[src/rtl/uart_pkg.sv]
// Shared types and helpers for the UART frame receive path.
package uart_pkg;

  typedef enum logic [2:0] {
    ST_HUNT,
    ST_LEN,
    ST_PAYLOAD,
    ST_CHECK,
    ST_READY
  } state_e;

  localparam logic [7:0] SYNC_DEF = 8'hA5;

  // Counters stick at 255 rather than wrapping back to a misleading small value.
  function automatic logic [7:0] sat_inc(input logic [7:0] v);
    return (v == 8'hFF) ? v : v + 8'd1;
  endfunction

endpackage

[src/rtl/uart_frame_buf.sv]
// Payload store: one write port, one registered read port (read-before-write).
module uart_frame_buf #(
  parameter int MAX_LEN = 16,
  parameter int AW      = $clog2(MAX_LEN)
) (
  input  logic          clk,
  input  logic          reset_n,
  input  logic          wr_en_i,
  input  logic [AW-1:0] wr_addr_i,
  input  logic [7:0]    wr_data_i,
  input  logic [AW-1:0] rd_addr_i,
  output logic [7:0]    rd_data_o
);

  logic [7:0] mem_q [MAX_LEN];
  logic [7:0] rd_data_q;

  always_ff @(posedge clk) begin
    if (wr_en_i) mem_q[wr_addr_i] <= wr_data_i;
  end

  // Addresses past MAX_LEN (non power-of-two depth) read as zero.
  always_ff @(posedge clk or negedge reset_n) begin
    if (!reset_n)                        rd_data_q <= '0;
    else if (int'(rd_addr_i) < MAX_LEN) rd_data_q <= mem_q[rd_addr_i];
    else                                 rd_data_q <= '0;
  end

  assign rd_data_o = rd_data_q;

endmodule

[src/rtl/uart_rx_framer.sv]
// Frame hunter/assembler behind the byte UART: sync, length, payload, XOR check,
// host handoff, receiver error supervision and saturating error/drop counters.
module uart_rx_framer
  import uart_pkg::*;
#(
  parameter int         MAX_LEN     = 16,
  parameter logic [7:0] SYNC        = SYNC_DEF,
  parameter int         TIMEOUT_CYC = 1024,
  parameter int         AW          = $clog2(MAX_LEN)
) (
  input  logic          clk,
  input  logic          reset_n,
  input  logic [7:0]    rx_dat,
  input  logic          rx_receiv,
  input  logic          rx_error,
  output logic          rx_clr,
  output logic          frame_valid,
  output logic [7:0]    frame_len,
  input  logic          frame_ack,
  input  logic [AW-1:0] rd_addr,
  output logic [7:0]    rd_data,
  output logic [7:0]    bad_cnt,
  output logic [7:0]    drop_cnt
);

  localparam int         TW   = $clog2(TIMEOUT_CYC);
  localparam logic [TW-1:0] TMAX = TW'(TIMEOUT_CYC - 1);
  localparam logic [7:0] MAXL = 8'(MAX_LEN);

  state_e        state_q, state_d;
  logic [7:0]    len_q, len_d, chk_q, chk_d, idx_q, idx_d;
  logic [7:0]    bad_q, bad_d, drop_q, drop_d;
  logic [TW-1:0] tmr_q, tmr_d;
  logic          err_prev_q, rx_clr_q;
  logic          err_rise, byte_v, active, tmo, wr_en;

  always_ff @(posedge clk or negedge reset_n) begin
    if (!reset_n) begin
      state_q    <= ST_HUNT;
      len_q      <= '0;
      chk_q      <= '0;
      idx_q      <= '0;
      bad_q      <= '0;
      drop_q     <= '0;
      tmr_q      <= '0;
      err_prev_q <= 1'b0;
      rx_clr_q   <= 1'b0;
    end else begin
      state_q    <= state_d;
      len_q      <= len_d;
      chk_q      <= chk_d;
      idx_q      <= idx_d;
      bad_q      <= bad_d;
      drop_q     <= drop_d;
      tmr_q      <= tmr_d;
      err_prev_q <= rx_error;
      rx_clr_q   <= err_rise;
    end
  end

  always_comb begin
    // An rx_error edge swallows any byte strobed in the same cycle.
    err_rise = rx_error & ~err_prev_q;
    byte_v   = rx_receiv & ~err_rise;
    active   = (state_q == ST_LEN) || (state_q == ST_PAYLOAD) || (state_q == ST_CHECK);
    tmo      = active && !byte_v && (tmr_q == TMAX);
    tmr_d    = (active && !byte_v) ? tmr_q + 1'b1 : '0;
    state_d  = state_q;
    len_d    = len_q;
    chk_d    = chk_q;
    idx_d    = idx_q;
    bad_d    = bad_q;
    drop_d   = drop_q;
    wr_en    = 1'b0;

    case (state_q)
      ST_HUNT: if (byte_v && rx_dat == SYNC) state_d = ST_LEN;
      ST_LEN: if (byte_v) begin
        if (rx_dat == 8'd0 || rx_dat > MAXL) begin
          bad_d   = sat_inc(bad_q);
          state_d = ST_HUNT;
        end else begin
          len_d   = rx_dat;
          chk_d   = rx_dat;
          idx_d   = '0;
          state_d = ST_PAYLOAD;
        end
      end
      ST_PAYLOAD: if (byte_v) begin
        wr_en = 1'b1;
        chk_d = chk_q ^ rx_dat;
        idx_d = idx_q + 8'd1;
        if (idx_q + 8'd1 == len_q) state_d = ST_CHECK;
      end
      ST_CHECK: if (byte_v) begin
        if (rx_dat == chk_q) state_d = ST_READY;
        else begin
          bad_d   = sat_inc(bad_q);
          state_d = ST_HUNT;
        end
      end
      ST_READY: begin
        if (byte_v)    drop_d  = sat_inc(drop_q);
        if (frame_ack) state_d = ST_HUNT;
      end
      default: state_d = ST_HUNT;
    endcase

    // Receiver error and inter-byte timeout both abandon an in-flight frame.
    if (active && (err_rise || tmo)) begin
      state_d = ST_HUNT;
      bad_d   = sat_inc(bad_q);
      tmr_d   = '0;
    end
  end

  uart_frame_buf #(.MAX_LEN(MAX_LEN), .AW(AW)) u_buf (
    .clk       (clk),
    .reset_n   (reset_n),
    .wr_en_i   (wr_en),
    .wr_addr_i (idx_q[AW-1:0]),
    .wr_data_i (rx_dat),
    .rd_addr_i (rd_addr),
    .rd_data_o (rd_data)
  );

  assign rx_clr      = rx_clr_q;
  assign frame_valid = (state_q == ST_READY);
  assign frame_len   = len_q;
  assign bad_cnt     = bad_q;
  assign drop_cnt    = drop_q;

endmodule

[config.mk]
export PLATFORM = sky130hd
export DESIGN_NAME = uart_rx_framer
export DESIGN_NICKNAME = d
export VERILOG_FILES = /design/src/rtl/uart_pkg.sv /design/src/rtl/uart_frame_buf.sv /design/src/rtl/uart_rx_framer.sv
export SDC_FILE = /design/constraint.sdc
export NUM_CORES = 1
export LEC_CHECK = 0
export CORE_UTILIZATION = 57
export CTS_BUF_LIST = sky130_fd_sc_hd__clkbuf_8
export DETAILED_ROUTE_END_ITERATION = 16
export HOLD_SLACK_MARGIN = 0.1
export PLACE_DENSITY = 0.77
export SKIP_LAST_GASP = 1
export SLEW_MARGIN = 20
export SYNTH_ARGS = -nofsm -noshare
export SYNTH_HDL_FRONTEND = slang
export SYNTH_HIERARCHICAL = 1
export SYNTH_SLANG_ARGS = --single-unit
[constraint.sdc]
create_clock -name clk -period 3.3 [get_ports clk]
set_clock_uncertainty 0.05 [all_clocks]
set_input_delay 0.66 -clock clk [delete_from_list [all_inputs] [get_ports clk]]
set_output_delay 0.66 -clock clk [all_outputs]
set_load 0.05 [all_outputs]
==> out/summary.md <==
## Clocking
• **buffer cell driving the clock tree root** sky130_fd_sc_hd__clkbuf_8
• **# Post-CTS Setup Buffers** 0
• **CTS sink cnt** 191
• **hold_buf cts** 0
• **clock buffer count from CTS** 17
• **clock transition time at the flip-flop clock pins of the worst setup and hold paths** 0.10 ns
• **CTS tree** yes
• **Worst-Skew Late Latency** 0.46 ns
• **maximum level of the CTS H-tree** 4
• **clock buffer depth** 2
• **CTS-repair resized insts** 0

## Drt
• **via-per-instance ratio** 5.97
• **Post-DRT Antenna Nets** 0
• **detailed router's first-iteration violation count** 513
• **detailed-router iteration count before antenna repair** 6
• **DRC violation count after routing** 0
• **routed length per placed instance** 21.3 µm
• **final routed wirelength across all metal layers** 17.0 mm
• **total number of vias** 4762

## Pwr
• **worst supply voltage drop on vdd** 0.647 mV
• **power density normalized to cell area** 605 mW/mm²
• **sum of internal, switching and leakage power** 5.66 mW
• **standby leakage power** 3.46 nW

## Place
• **Place WS** 0.310 ns
• **quantity of I/O buffers inserted on ports** 50
• **placed instance area** 0.00895 mm²
• **detailed placement HPWL** 11.7 mm
• **global placer's final weighted congestion** 0.855

## Yosys
• **Most used DFF post-synth** sky130_fd_sc_hd__edfxtp_1
• **Syn Std Cell Area** 0.00809 mm²
• **Yosys warning total** 6
• **number of synthesized flops with an enable pin** 128
• **number of cells produced by synthesis** 516
• **share of the yosys chip area belonging to registers** 67.0%
• **post-synth top area share** 47.5%
• **number of flip-flops and latches in the synthesized netlist** 191
• **Post-Synthesis Mean Instance Area** 15.7 µm²
• **async set or reset register ratio after synthesis** 33.0%
• **post-synth net total** 537
• **cell taking the most area after synthesis** sky130_fd_sc_hd__edfxtp_1
• **top cells by area, synth** sky130_fd_sc_hd__edfxtp_1, sky130_fd_sc_hd__dfrtp_1, sky130_fd_sc_hd__mux4_2
• **number of distinct library cell variants in the gate-level netlist after synthesis** 54

## Global route
• **antenna violations before repair** 1
• **number of global-route vias before repair** 4886
• **overflow left after global routing** 0
• **combined global-route utilization of all metal layers** 25.4%
• **first-pass GRT wire length** 26.8 mm
• **largest net degree at the start of global routing** 33

## Die
• **Starting Density** 58.3%
• **num ports** 51
• **standard-cell rows** 43
• **Die W** 121 µm
• **Die Span Y** 121 µm
• **die outline area** 0.0147 mm²
• **Core Area** 0.0139 mm²

## Finish
• **most frequent standard cell in the layout excluding fill and tap cells** sky130_fd_sc_hd__edfxtp_1
• **highest-count cells in the layout ignoring fill and taps** sky130_fd_sc_hd__edfxtp_1, sky130_fd_sc_hd__dfrtp_1, sky130_fd_sc_hd__clkdlybuf4s50_1
• **cell area after layout** 0.00935 mm²
• **nets** 624
• **growth of design area from synthesis to finish** 15.6%
• **fraction of layout cells with a size suffix above 1** 16.6%

## Hold path
• **min-delay worst type** input port to asynchronous set/reset pin

## Timing
• **time the worst path needs with I/O delays and setup** 2.88 ns
• **hold_ws** 0.165 ns
• **Max Freq** 348 MHz
• **Post-Route Setup TNS** 0 ns
• **Pins Over Slew Limit** 0
• **setup-violating endpoint count in the final report** 0
• **share of the cycle needed by the critical path after routing** 87.2%
• **headroom to the max-slew limit** 54.4%
• **Worst Tran Pin Value** 0.682 ns
• **RSZ-0062 raised after global routing** no
• **number of failing hold endpoints at the final stage** 0
• **Final Worst Setup Slack** 0.424 ns

## Worst setup path
• **depth of the worst register-to-register path** 7
• **required time of the worst setup path** 2.59 ns
• **arrival time of data at the critical path endpoint** 2.17 ns
• **Startpoint Class** flip-flop
• **CP max FO** 8
• **start-to-end type of the worst setup path** flip-flop to primary output
• **kind of end point of the critical path** primary output

## Run status
• **outcome** complete, no violations

## Run
• **max-cap check violation count** 0

state kept, by name, summed over array words and instances, names as in the netlist:
name,count
bad_cnt,8
chk_q,8
drop_cnt,8
err_prev_q,1
frame_len,8
idx_q,8
rx_clr,1
state_q,3
tmr_q,10
u_buf/mem_q,128
u_buf/rd_data_o,8
critical path: stages (launching register included):
cell and delay (ns):
sky130_fd_sc_hd__dfrtp_1 0.46, sky130_fd_sc_hd__nor2_1 0.21, sky130_fd_sc_hd__nand2_1 0.16, sky130_fd_sc_hd__inv_1 0.09, sky130_fd_sc_hd__clkdlybuf4s50_1 0.79
per-stage QoR:
| step | cells | utilization [%] |
|---|---|---|
| 3_5_place_dp | 764 | 64.4 |
| 5_1_grt | 796 | 67.4 |
| 4_1_cts | 796 | 67.4 |
| 3_3_place_gp | 764 | 64.4 |
| 2_1_floorplan | 516 | - |
| 6_report | 797 | 67.4 |
report_power, final:
part	switching, mW	internal, mW
Combinational	0.713	0.445
Clock	0.819	0.748
Sequential	0.220	2.72
kinds of logic (layout without fill, tap and decap cells):
logic type | count (synthesis) | after routing | share of synthesized area [%]
AND/OR/NAND/NOR | 149 | 149 | 9.62
XOR/XNOR | 43 | 43 | 4.66
adder cells (fa/ha/maj) | 4 | 4 | 0.619
buffers and inverters | 26 | 126 | 1.98
AO/OA/AOI/OAI | 64 | 64 | 5.60
flip-flops | 191 | 191 | 67.0
multiplexers | 39 | 39 | 10.5
other | 0 | 1 | 0
worst paths after layout:
kind | start | to | slack [ns]
max in group asynchronous | reset_n | tmr_q[2] | 2.23
min in group clk | drop_cnt[6] | drop_cnt[6] | 0.46
worst max register to register | idx_q[0] | state_q[0] | 0.89
worst max-delay path | state_q[0] | frame_valid | 0.42
worst min-delay path | reset_n | u_buf/rd_data_o[3] | 0.17
worst min register to register | drop_cnt[6] | drop_cnt[6] | 0.46
per-layer routing:
layer  vias up  part of all wire, %  global-route usage [%]
met3        25                  6.7                    6.20
met4         0                  1.7                    10.0
met5         -                    0                       0
met1      2408                   38                    31.1
li1       2154                    -                       -
met2       175                   54                    43.3
cell usage after synthesis, drive strengths merged, types with 2 or more instances:
| cell | number |
|---|---|
| edfxtp | 128 |
| and3 | 7 |
| buf | 11 |
| or3 | 2 |
| ha | 4 |
| mux2 | 7 |
| nand2b | 4 |
| a21oi | 17 |
| clkbuf | 4 |
| and2 | 6 |
| clkdlybuf4s25 | 3 |
| nand3 | 23 |
| xor2 | 25 |
| inv | 8 |
| dfrtp | 63 |
| nor4 | 4 |
| a22oi | 16 |
| mux4 | 32 |
| nand2 | 30 |
| o21ai | 16 |
| nor2 | 42 |
| xnor2 | 18 |
| nor2b | 3 |
| nand3b | 3 |
| nor3 | 12 |
| or3b | 2 |
| nand4 | 8 |
| a311oi | 3 |
area by class of cell:
cell class | instances | area [µm²]
well taps | 180 | 225
diodes | 1 | 2.50
inverters | 8 | 30.0
clock buffers | 17 | 234
fillers | 935 | 4530
repair buffers | 86 | 761
flip-flops and latches | 191 | 5420
multi-input cells | 299 | 2510
clock inverters | 15 | 171
Note: power is estimated with default switching activity, not from simulation.
